--- src/rtl/alu_arbiter.sv ---
//------------------------------------------------------------------------------
// alu_arbiter
//   Round-robin arbiter/sequencer that shares one 32-bit ALU between two
//   clients. Accepts a request, drives the ALU for one cycle from registered
//   operands, captures result/zero and returns them on the owner's response
//   channel.
// Revision: 1.0 - initial release
//------------------------------------------------------------------------------
`default_nettype none

module alu_arbiter #(
  parameter int WIDTH = 32
) (
  input  logic             clk,
  input  logic             rst_n,
  // client 0 request / response
  input  logic             req0_valid,
  output logic             req0_ready,
  input  logic [3:0]       req0_op,
  input  logic [WIDTH-1:0] req0_a,
  input  logic [WIDTH-1:0] req0_b,
  output logic             resp0_valid,
  input  logic             resp0_ready,
  output logic [WIDTH-1:0] resp0_result,
  output logic             resp0_zero,
  output logic             resp0_err,
  // client 1 request / response
  input  logic             req1_valid,
  output logic             req1_ready,
  input  logic [3:0]       req1_op,
  input  logic [WIDTH-1:0] req1_a,
  input  logic [WIDTH-1:0] req1_b,
  output logic             resp1_valid,
  input  logic             resp1_ready,
  output logic [WIDTH-1:0] resp1_result,
  output logic             resp1_zero,
  output logic             resp1_err,
  // shared ALU
  output logic [3:0]       alu_control,
  output logic [WIDTH-1:0] alu_a,
  output logic [WIDTH-1:0] alu_b,
  input  logic [WIDTH-1:0] alu_result,
  input  logic             alu_zero,
  output logic             busy
);

  // Highest legal opcode (sll); anything above it is rejected.
  localparam logic [3:0] OP_MAX = 4'b1000;

  typedef enum logic [1:0] {
    IDLE = 2'd0,
    EXEC = 2'd1,
    RESP = 2'd2
  } state_t;

  state_t           state;
  logic             rr;       // client favoured when both request at once
  logic             owner;    // client whose operation is in flight
  logic             err_q;    // in-flight opcode was illegal

  logic             grant0;
  logic             grant1;
  logic [3:0]       sel_op;
  logic [WIDTH-1:0] sel_a;
  logic [WIDTH-1:0] sel_b;
  logic             sel_illegal;
  logic             owner_ready;

  // Grant selection: only in IDLE; round-robin pointer breaks ties.
  always_comb begin
    grant0 = 1'b0;
    grant1 = 1'b0;
    if (state == IDLE) begin
      if (req0_valid && req1_valid) begin
        grant0 = ~rr;
        grant1 = rr;
      end else begin
        grant0 = req0_valid;
        grant1 = req1_valid;
      end
    end
  end

  assign req0_ready = grant0;
  assign req1_ready = grant1;

  // Mux the granted client's request fields and classify the opcode.
  always_comb begin
    sel_op      = grant1 ? req1_op : req0_op;
    sel_a       = grant1 ? req1_a  : req0_a;
    sel_b       = grant1 ? req1_b  : req0_b;
    sel_illegal = (sel_op > OP_MAX);
    owner_ready = owner ? resp1_ready : resp0_ready;
  end

  assign busy = (state != IDLE);

  // Main sequencer: the ALU drive registers double as the latched operands,
  // so they are non-zero only while the FSM sits in EXEC.
  always_ff @(posedge clk or negedge rst_n) begin
    if (!rst_n) begin
      state        <= IDLE;
      rr           <= 1'b0;
      owner        <= 1'b0;
      err_q        <= 1'b0;
      alu_control  <= '0;
      alu_a        <= '0;
      alu_b        <= '0;
      resp0_valid  <= 1'b0;
      resp0_result <= '0;
      resp0_zero   <= 1'b0;
      resp0_err    <= 1'b0;
      resp1_valid  <= 1'b0;
      resp1_result <= '0;
      resp1_zero   <= 1'b0;
      resp1_err    <= 1'b0;
    end else begin
      case (state)
        IDLE: begin
          if (grant0 || grant1) begin
            owner <= grant1;
            err_q <= sel_illegal;
            if (sel_illegal) begin
              alu_control <= '0;
              alu_a       <= '0;
              alu_b       <= '0;
            end else begin
              alu_control <= sel_op;
              alu_a       <= sel_a;
              alu_b       <= sel_b;
            end
            state <= EXEC;
          end
        end
        EXEC: begin
          // Illegal ops report a forced zero result with a clear zero flag.
          if (owner) begin
            resp1_valid  <= 1'b1;
            resp1_result <= err_q ? '0 : alu_result;
            resp1_zero   <= err_q ? 1'b0 : alu_zero;
            resp1_err    <= err_q;
          end else begin
            resp0_valid  <= 1'b1;
            resp0_result <= err_q ? '0 : alu_result;
            resp0_zero   <= err_q ? 1'b0 : alu_zero;
            resp0_err    <= err_q;
          end
          alu_control <= '0;
          alu_a       <= '0;
          alu_b       <= '0;
          state       <= RESP;
        end
        RESP: begin
          // Handing priority to the other client prevents starvation.
          if (owner_ready) begin
            resp0_valid <= 1'b0;
            resp1_valid <= 1'b0;
            rr          <= ~owner;
            state       <= IDLE;
          end
        end
        default: state <= IDLE;
      endcase
    end
  end

endmodule

`default_nettype wire

--- config.mk ---
export PLATFORM = sky130hd
export DESIGN_NAME = alu_arbiter
export DESIGN_NICKNAME = d
export VERILOG_FILES = /design/src/rtl/alu_arbiter.sv
export SDC_FILE = /design/constraint.sdc
export NUM_CORES = 1
export LEC_CHECK = 0
export ABC_AREA = 1
export CORE_MARGIN = 8
export CORE_UTILIZATION = 45
export DETAILED_ROUTE_END_ITERATION = 10
export GPL_TIMING_DRIVEN = 0
export HOLD_SLACK_MARGIN = 0.06
export PLACE_DENSITY = 0.94
export SETUP_SLACK_MARGIN = 0.2
export SLEW_MARGIN = 20
export SYNTH_ARGS = -nofsm -noshare
export SYNTH_HDL_FRONTEND = slang
export SYNTH_SLANG_ARGS = --single-unit
--- constraint.sdc ---
create_clock -name clk -period 2.95 [get_ports clk]
set_input_delay 0.59 -clock clk [delete_from_list [all_inputs] [get_ports clk]]
set_output_delay 0.59 -clock clk [all_outputs]
set_load 0.005 [all_outputs]
==> results of run 1 <==
logic make-up (layout without fill, tap and decap cells):
kind of cell,after synthesis,after routing,share of synthesized area (%)
compound gates,76,76,5.99
buf+inv,104,451,7.03
flops,143,143,53.3
other cells,0,3,0
simple gates,593,593,33.7
layer usage:
layer  track usage, %  part of all wire (%)
met1             28.2                    38
met4             11.0                   3.1
met2             43.4                    49
met5                0                     0
met3             9.49                   9.7
cell usage after synthesis, drive strengths merged:
| library cell | n |
|---|---|
| nand4 | 3 |
| nand3 | 4 |
| inv | 54 |
| nor2 | 41 |
| buf | 29 |
| o21ai | 11 |
| dfrtp | 143 |
| nand2 | 545 |
| a21oi | 64 |
| o21bai | 1 |
| clkbuf | 21 |
worst max path at each step:
stage                       endpoint  depth (start not counted)  slack (ns)
2_1_floorplan             req1_ready                          4        1.18
3_3_place_gp   alu_b[27]$_DFFE_PN0P_                          1       -4.46
3_5_place_dp              req1_ready                          6      -0.009
4_1_cts                   req1_ready                          6        0.26
5_1_grt                   req1_ready                          6        0.22
6_report                  req1_ready                          6        0.28
through the flow:
step,total power [W],hold slack [ns],TNS [ns],utilization [%],instances
floorplan,0.00522,0.294,0,-,916
CTS,0.00993,0.0896,0,73.3,1446
finish,0.00986,0.0838,0,73.4,1450
global route,0.0105,0.104,0,73.4,1450
global placement,0.00777,0.452,-636.71,69.4,1414
detailed placement,0.00794,0.458,-0.00870,69.6,1415
timing repair:
item,4_1_cts,5_1_grt
hold endpoints to repair,0,0
pin swaps,0,1
resized for setup,5,0
buffers inserted,1,1
endpoints found under the setup margin,1,1
flip-flops by register name, summed over array words and instances (netlist names), 2 cells and up:
signal        flops
resp1_result     32
resp0_result     32
state             2
alu_a            32
alu_control       4
alu_b            32
cell usage in the layout, fill, tap and decap left out, types with 3 or more instances in the layout:
master	count
clkinv_2	3
clkinvlp_4	4
nand4_1	3
inv_1	48
buf_6	7
nand3_1	3
clkbuf_16	17
clkbuf_1	23
nand2_1	544
inv_2	5
clkdlybuf4s50_1	313
buf_4	4
buf_2	19
dfrtp_1	143
nor2_1	40
a21oi_1	64
o21ai_0	9
diode_2	3
area by class of cell:
cell class / instances / share of cell area, %
Sequential cell: 143 / 33.5
Tap cell: 184 / 2.16
Inverter: 54 / 1.97
Buffer: 50 / 2.54
Multi-Input combinational cell: 669 / 24.9
Antenna cell: 3 / 0.0703
Clock inverter: 9 / 0.586
Timing Repair Buffer: 317 / 29.9
Clock buffer: 21 / 4.31
critical path: stages:
cell and delay [ns]:
clkdlybuf4s50_1 0.46, nand2_2 0.13, nand3_4 0.11, inv_8 0.11, buf_4 0.17, clkdlybuf4s50_1 0.51
power by group:
part,total [W],internal (W),switching [W]
combinational,0.00472,0.00227,0.00245
clock,0.00192,0.00111,0.000814
sequential,0.00322,0.00277,0.000452
==> results.json, run 1 <==
{
  "status": "finished, final reports clean",
  "hold_path.class": "primary input to async pin",
  "detail-route-antenna-nets": 0,
  "nets": 1427,
  "design_area_um2": 10700,
  "timing.rr.end": "alu_a[18]$_DFFE_PN0P_",
  "grt.overflow.total": 0,
  "required_ns": 2.36,
  "hold_violations": 0,
  "die_x_um": 138,
  "pre_cts_slack_ns": -0.00870,
  "synth_area_um2": 6710,
  "setup_violations": 0,
  "gp_congestion": 0.850,
  "area_growth_pct": 59.1,
  "path_clk_slew_ns": 0.06,
  "first_pass_iters": 4,
  "cts_inserted_buffers": 17,
  "irDropWorstVdd_v": 0.000534,
  "cp-end-kind": "output port",
  "slew_headroom_pct": 58.9,
  "multi_input_area_um2": 2660,
  "max_freq_mhz": 374,
  "die_area_um2": 19100,
  "cap_violations": 0,
  "placed_cell_area_um2": 10100,
  "dp_hpwl_um": 19300,
  "io_buffers": 314,
  "fin_crit_ns": 2.67,
  "regArea_um2": 3580,
  "htreeDepth": 4,
  "via_per_inst": 4.96,
  "worstRegToRegCells": 10,
  "drt_first_iter_violations": 369,
  "cp-start-kind": "primary input",
  "drc_errors": 0,
  "synth_nets": 1091,
  "ys_seq_elements": 143,
  "yosysSeqAreaShare_pct": 53.3,
  "worstSkewPairLatency_ns": 0.41,
  "leakage_nw": 5.43,
  "cts_sinks": 143,
  "power_density_nw_per_um2": 924,
  "synth_largest_area_cell": "dfrtp_1",
  "cts.path.max_buffers": 2,
  "synth.avg_cell_area_um2": 7.33,
  "tritoncts": "yes",
  "critPathArrivalTime_ns": 2.08,
  "slew_violations": 0,
  "setup_slack_ns": 0.277,
  "r2r-start": "rr$_DFFE_PN0P_",
  "core_um2": 14500,
  "clock_skew_ns": 0.00703,
  "io_pins": 316,
  "start_util_pct": 46.2,
  "rrSetupSlack_ns": 1.05,
  "grt_pass1_wl_um": 39200,
  "tightestPinTransition_ns": 0.616,
  "track_usage_pct": 25.5,
  "finalCritPeriodShare_pct": 90.6,
  "ctsHoldBuffers": 0,
  "synth_top_area_share_pct": 53.3,
  "fillers": 1048,
  "via_count": 7191,
  "synth_cell_types": 18,
  "critPathLaunch": "req0_valid",
  "crit_type": "primary input to output port",
  "drive_gt1_share_pct": 5.70,
  "drt_wl_total_um": 25000,
  "netlist_instances": 916,
  "grt_max_degree": 90,
  "synthTopCellsByArea": "dfrtp_1 53%, nand2_1 30%, a21oi_1 4.8%, inv_1 2.7%, nor2_1 2.2%",
  "detail_route.wl_per_cell_um": 17.2,
  "critPathMaxFanout": 10,
  "row_count": 44,
  "root_buffer": "clkbuf_16",
  "die_h_um": 138,
  "yosys_warnings": 0,
  "grt_pass1_vias": 7497,
  "antenna_found_initial": 3,
  "grt_setup_unrepaired": "no"
}
No activity file was read; power rests on OpenSTA's default activity.
==> run 2, diff against run 1 <==
--- a/config.mk
+++ b/config.mk
@@ -6,6 +6,7 @@
 export NUM_CORES = 1
 export LEC_CHECK = 0
 export ABC_AREA = 1
+export CAP_MARGIN = 20
 export CORE_MARGIN = 8
 export CORE_UTILIZATION = 45
 export DETAILED_ROUTE_END_ITERATION = 10
@@ -13,7 +14,7 @@
 export HOLD_SLACK_MARGIN = 0.06
 export PLACE_DENSITY = 0.94
 export SETUP_SLACK_MARGIN = 0.2
-export SLEW_MARGIN = 20
+export SLEW_MARGIN = 25
 export SYNTH_ARGS = -nofsm -noshare
 export SYNTH_HDL_FRONTEND = slang
 export SYNTH_SLANG_ARGS = --single-unit
==> results of run 2 <==
Same layout as run 1: the final DEF is identical, and so are final timing and power.
==> run 3, diff against run 2 <==
--- a/config.mk
+++ b/config.mk
@@ -11,9 +11,9 @@
 export CORE_UTILIZATION = 45
 export DETAILED_ROUTE_END_ITERATION = 10
 export GPL_TIMING_DRIVEN = 0
-export HOLD_SLACK_MARGIN = 0.06
 export PLACE_DENSITY = 0.94
 export SETUP_SLACK_MARGIN = 0.2
+export SKIP_CTS_REPAIR_TIMING = 1
 export SLEW_MARGIN = 25
 export SYNTH_ARGS = -nofsm -noshare
 export SYNTH_HDL_FRONTEND = slang
==> run 3 against run 2 <==
  * Core utilization up 0.13 points
  * Die area unchanged
  * Clock skew about the same
  * First-iteration DRC count up 14%
  * Critical path depth unchanged
  * Global-route usage about the same
  * Critical path type unchanged
==> results.json, run 3 (synthesized netlist as in run 1, its figures left out) <==
{
  "status": "finished, final reports clean",
  "die_area_um2": 19100,
  "p_int_w": 0.00616,
  "cts_inserted_buffers": 17,
  "area_growth_pct": 59.4,
  "grt.overflow.total": 0,
  "placed_cells": 1415,
  "first_pass_iters": 7,
  "grt_pass1_vias": 7487,
  "core_um2": 14500,
  "leakage_nw": 5.44,
  "critPathArrivalTime_ns": 2.07,
  "power_density_nw_per_um2": 924,
  "detail-route-antenna-nets": 0,
  "hold_violations": 0,
  "row_count": 44,
  "cp_top_family": "buffers and inverters",
  "die_x_um": 138,
  "crit_chain": "clkdlybuf4s50_1 -> nand2_2 -> nand3_4 -> inv_8 -> buf_6 -> clkdlybuf4s50_1",
  "detail_route.wl_per_cell_um": 17.2,
  "grt_max_degree": 90,
  "stdcell_count": 1452,
  "irDropWorstVdd_v": 0.000533,
  "layout.cells.most_common": "nand2_1",
  "hold_path.class": "primary input to async pin",
  "slew_headroom_pct": 59.0,
  "io_buffers": 314,
  "nets": 1429,
  "switching_share_pct": 37.7,
  "power_frac_comb_pct": 47.9,
  "drc_errors": 0,
  "required_ns": 2.36,
  "p_switching_w": 0.00372,
  "antenna_found_initial": 3,
  "finalCritPeriodShare_pct": 90.3,
  "dp_hpwl_um": 19300,
  "worstSkewPairLatency_ns": 0.41,
  "slew_violations": 0,
  "path_clk_slew_ns": 0.06,
  "root_buffer": "clkbuf_16",
  "drive_gt1_share_pct": 5.85,
  "cpMostUsedCell": "clkdlybuf4s50_1",
  "via_per_inst": 4.95,
  "via_count": 7193,
  "gp_congestion": 0.850,
  "final_cell_mix": "544 x nand2_1, 313 x clkdlybuf4s50_1, 143 x dfrtp_1",
  "design_area_um2": 10700,
  "setup_violations": 0,
  "drt_wl_total_um": 24900,
  "totalPowerFinal_w": 0.00988,
  "cp-start-kind": "primary input",
  "io_pins": 316,
  "cap_violations": 0,
  "critPathMaxFanout": 10,
  "holdWs_ns": 0.0811,
  "clock_skew_ns": 0.00692,
  "seqPwrFrac_pct": 32.6,
  "drt_first_iter_violations": 419,
  "cts_sinks": 143,
  "grt_setup_unrepaired": "no",
  "grt_pass1_wl_um": 39100,
  "fin_crit_ns": 2.66,
  "track_usage_pct": 25.5,
  "crit_slowest_cell": "clkdlybuf4s50_1",
  "cts.path.max_buffers": 2,
  "placed_cell_area_um2": 10100,
  "die_h_um": 138,
  "max_freq_mhz": 376,
  "start_util_pct": 46.2,
  "critPathMaxStageDelay_ns": 0.50,
  "htreeDepth": 4,
  "tightestPinTransition_ns": 0.615,
  "cp-end-kind": "output port",
  "worst-path-buf-inv": 4,
  "tritoncts": "yes",
  "p_clk_share_pct": 19.5,
  "crit_type": "primary input to output port"
}
==> run 3: power by group through the flow <==
stage          Sequential [W]  Combinational, W  Clock [W]
2_1_floorplan         0.00327           0.00195          0
3_3_place_gp          0.00319           0.00458          0
4_1_cts               0.00321           0.00475    0.00195
5_1_grt               0.00331           0.00520    0.00203
6_report              0.00322           0.00473    0.00193
3_5_place_dp          0.00323           0.00471          0
==> run 3: cell type report <==
class | instances | area [µm²]
timing repair buffer | 319 | 3210
multi-input combinational | 669 | 2660
tap | 184 | 230
antenna | 3 | 7.51
inverter | 54 | 210
sequential | 143 | 3580
buffer | 50 | 275
clock buffer | 21 | 460
clock inverter | 9 | 62.6
fill | 1048 | 3840
==> run 3: worst register-to-register path: cells and delay by family, from the launching register on <==
kind,cells,cell delay (ns)
flops,1,0.41
buf+inv,4,0.61
simple gates,4,0.72
==> run 3: final timing paths <==
check | start | endpoint | slack (ns) | cells after the start
min reg2reg | resp1_valid$_DFFE_PN0P_ | resp1_valid$_DFFE_PN0P_ | 0.47 | 2
max reg2reg | state[0]$_DFFE_PN0P_ | resp1_result[29]$_DFFE_PN0P_ | 1.09 | 8
max in group asynchronous | rst_n | alu_control[2]$_DFFE_PN0P_ | 2.06 | 2
min | rst_n | resp0_result[3]$_DFFE_PN0P_ | 0.08 | 1
min in group clk | resp1_valid$_DFFE_PN0P_ | resp1_valid$_DFFE_PN0P_ | 0.47 | 2
max | req0_valid | req1_ready | 0.29 | 6
==> run 3: routing by layer <==
layer	routed length, µm	GRT usage (%)	share of wire, %
met5	0	0	0
met4	832	11.0	3.3
met3	2510	9.62	10
met2	12200	43.3	49
met1	9350	28.0	37
==> run 3: through the flow <==
| stage | setup slack [ns] | TNS [ns] | util [%] |
|---|---|---|---|
| after global routing | 0.229 | 0 | 73.6 |
| after CTS | -0.0151 | -0.0151 | 73.2 |
| after detailed placement | -0.00870 | -0.00870 | 69.6 |
| after global placement | -4.46 | -636.71 | 69.4 |
| final | 0.287 | 0 | 73.6 |
| after floorplan | 1.18 | 0 | - |
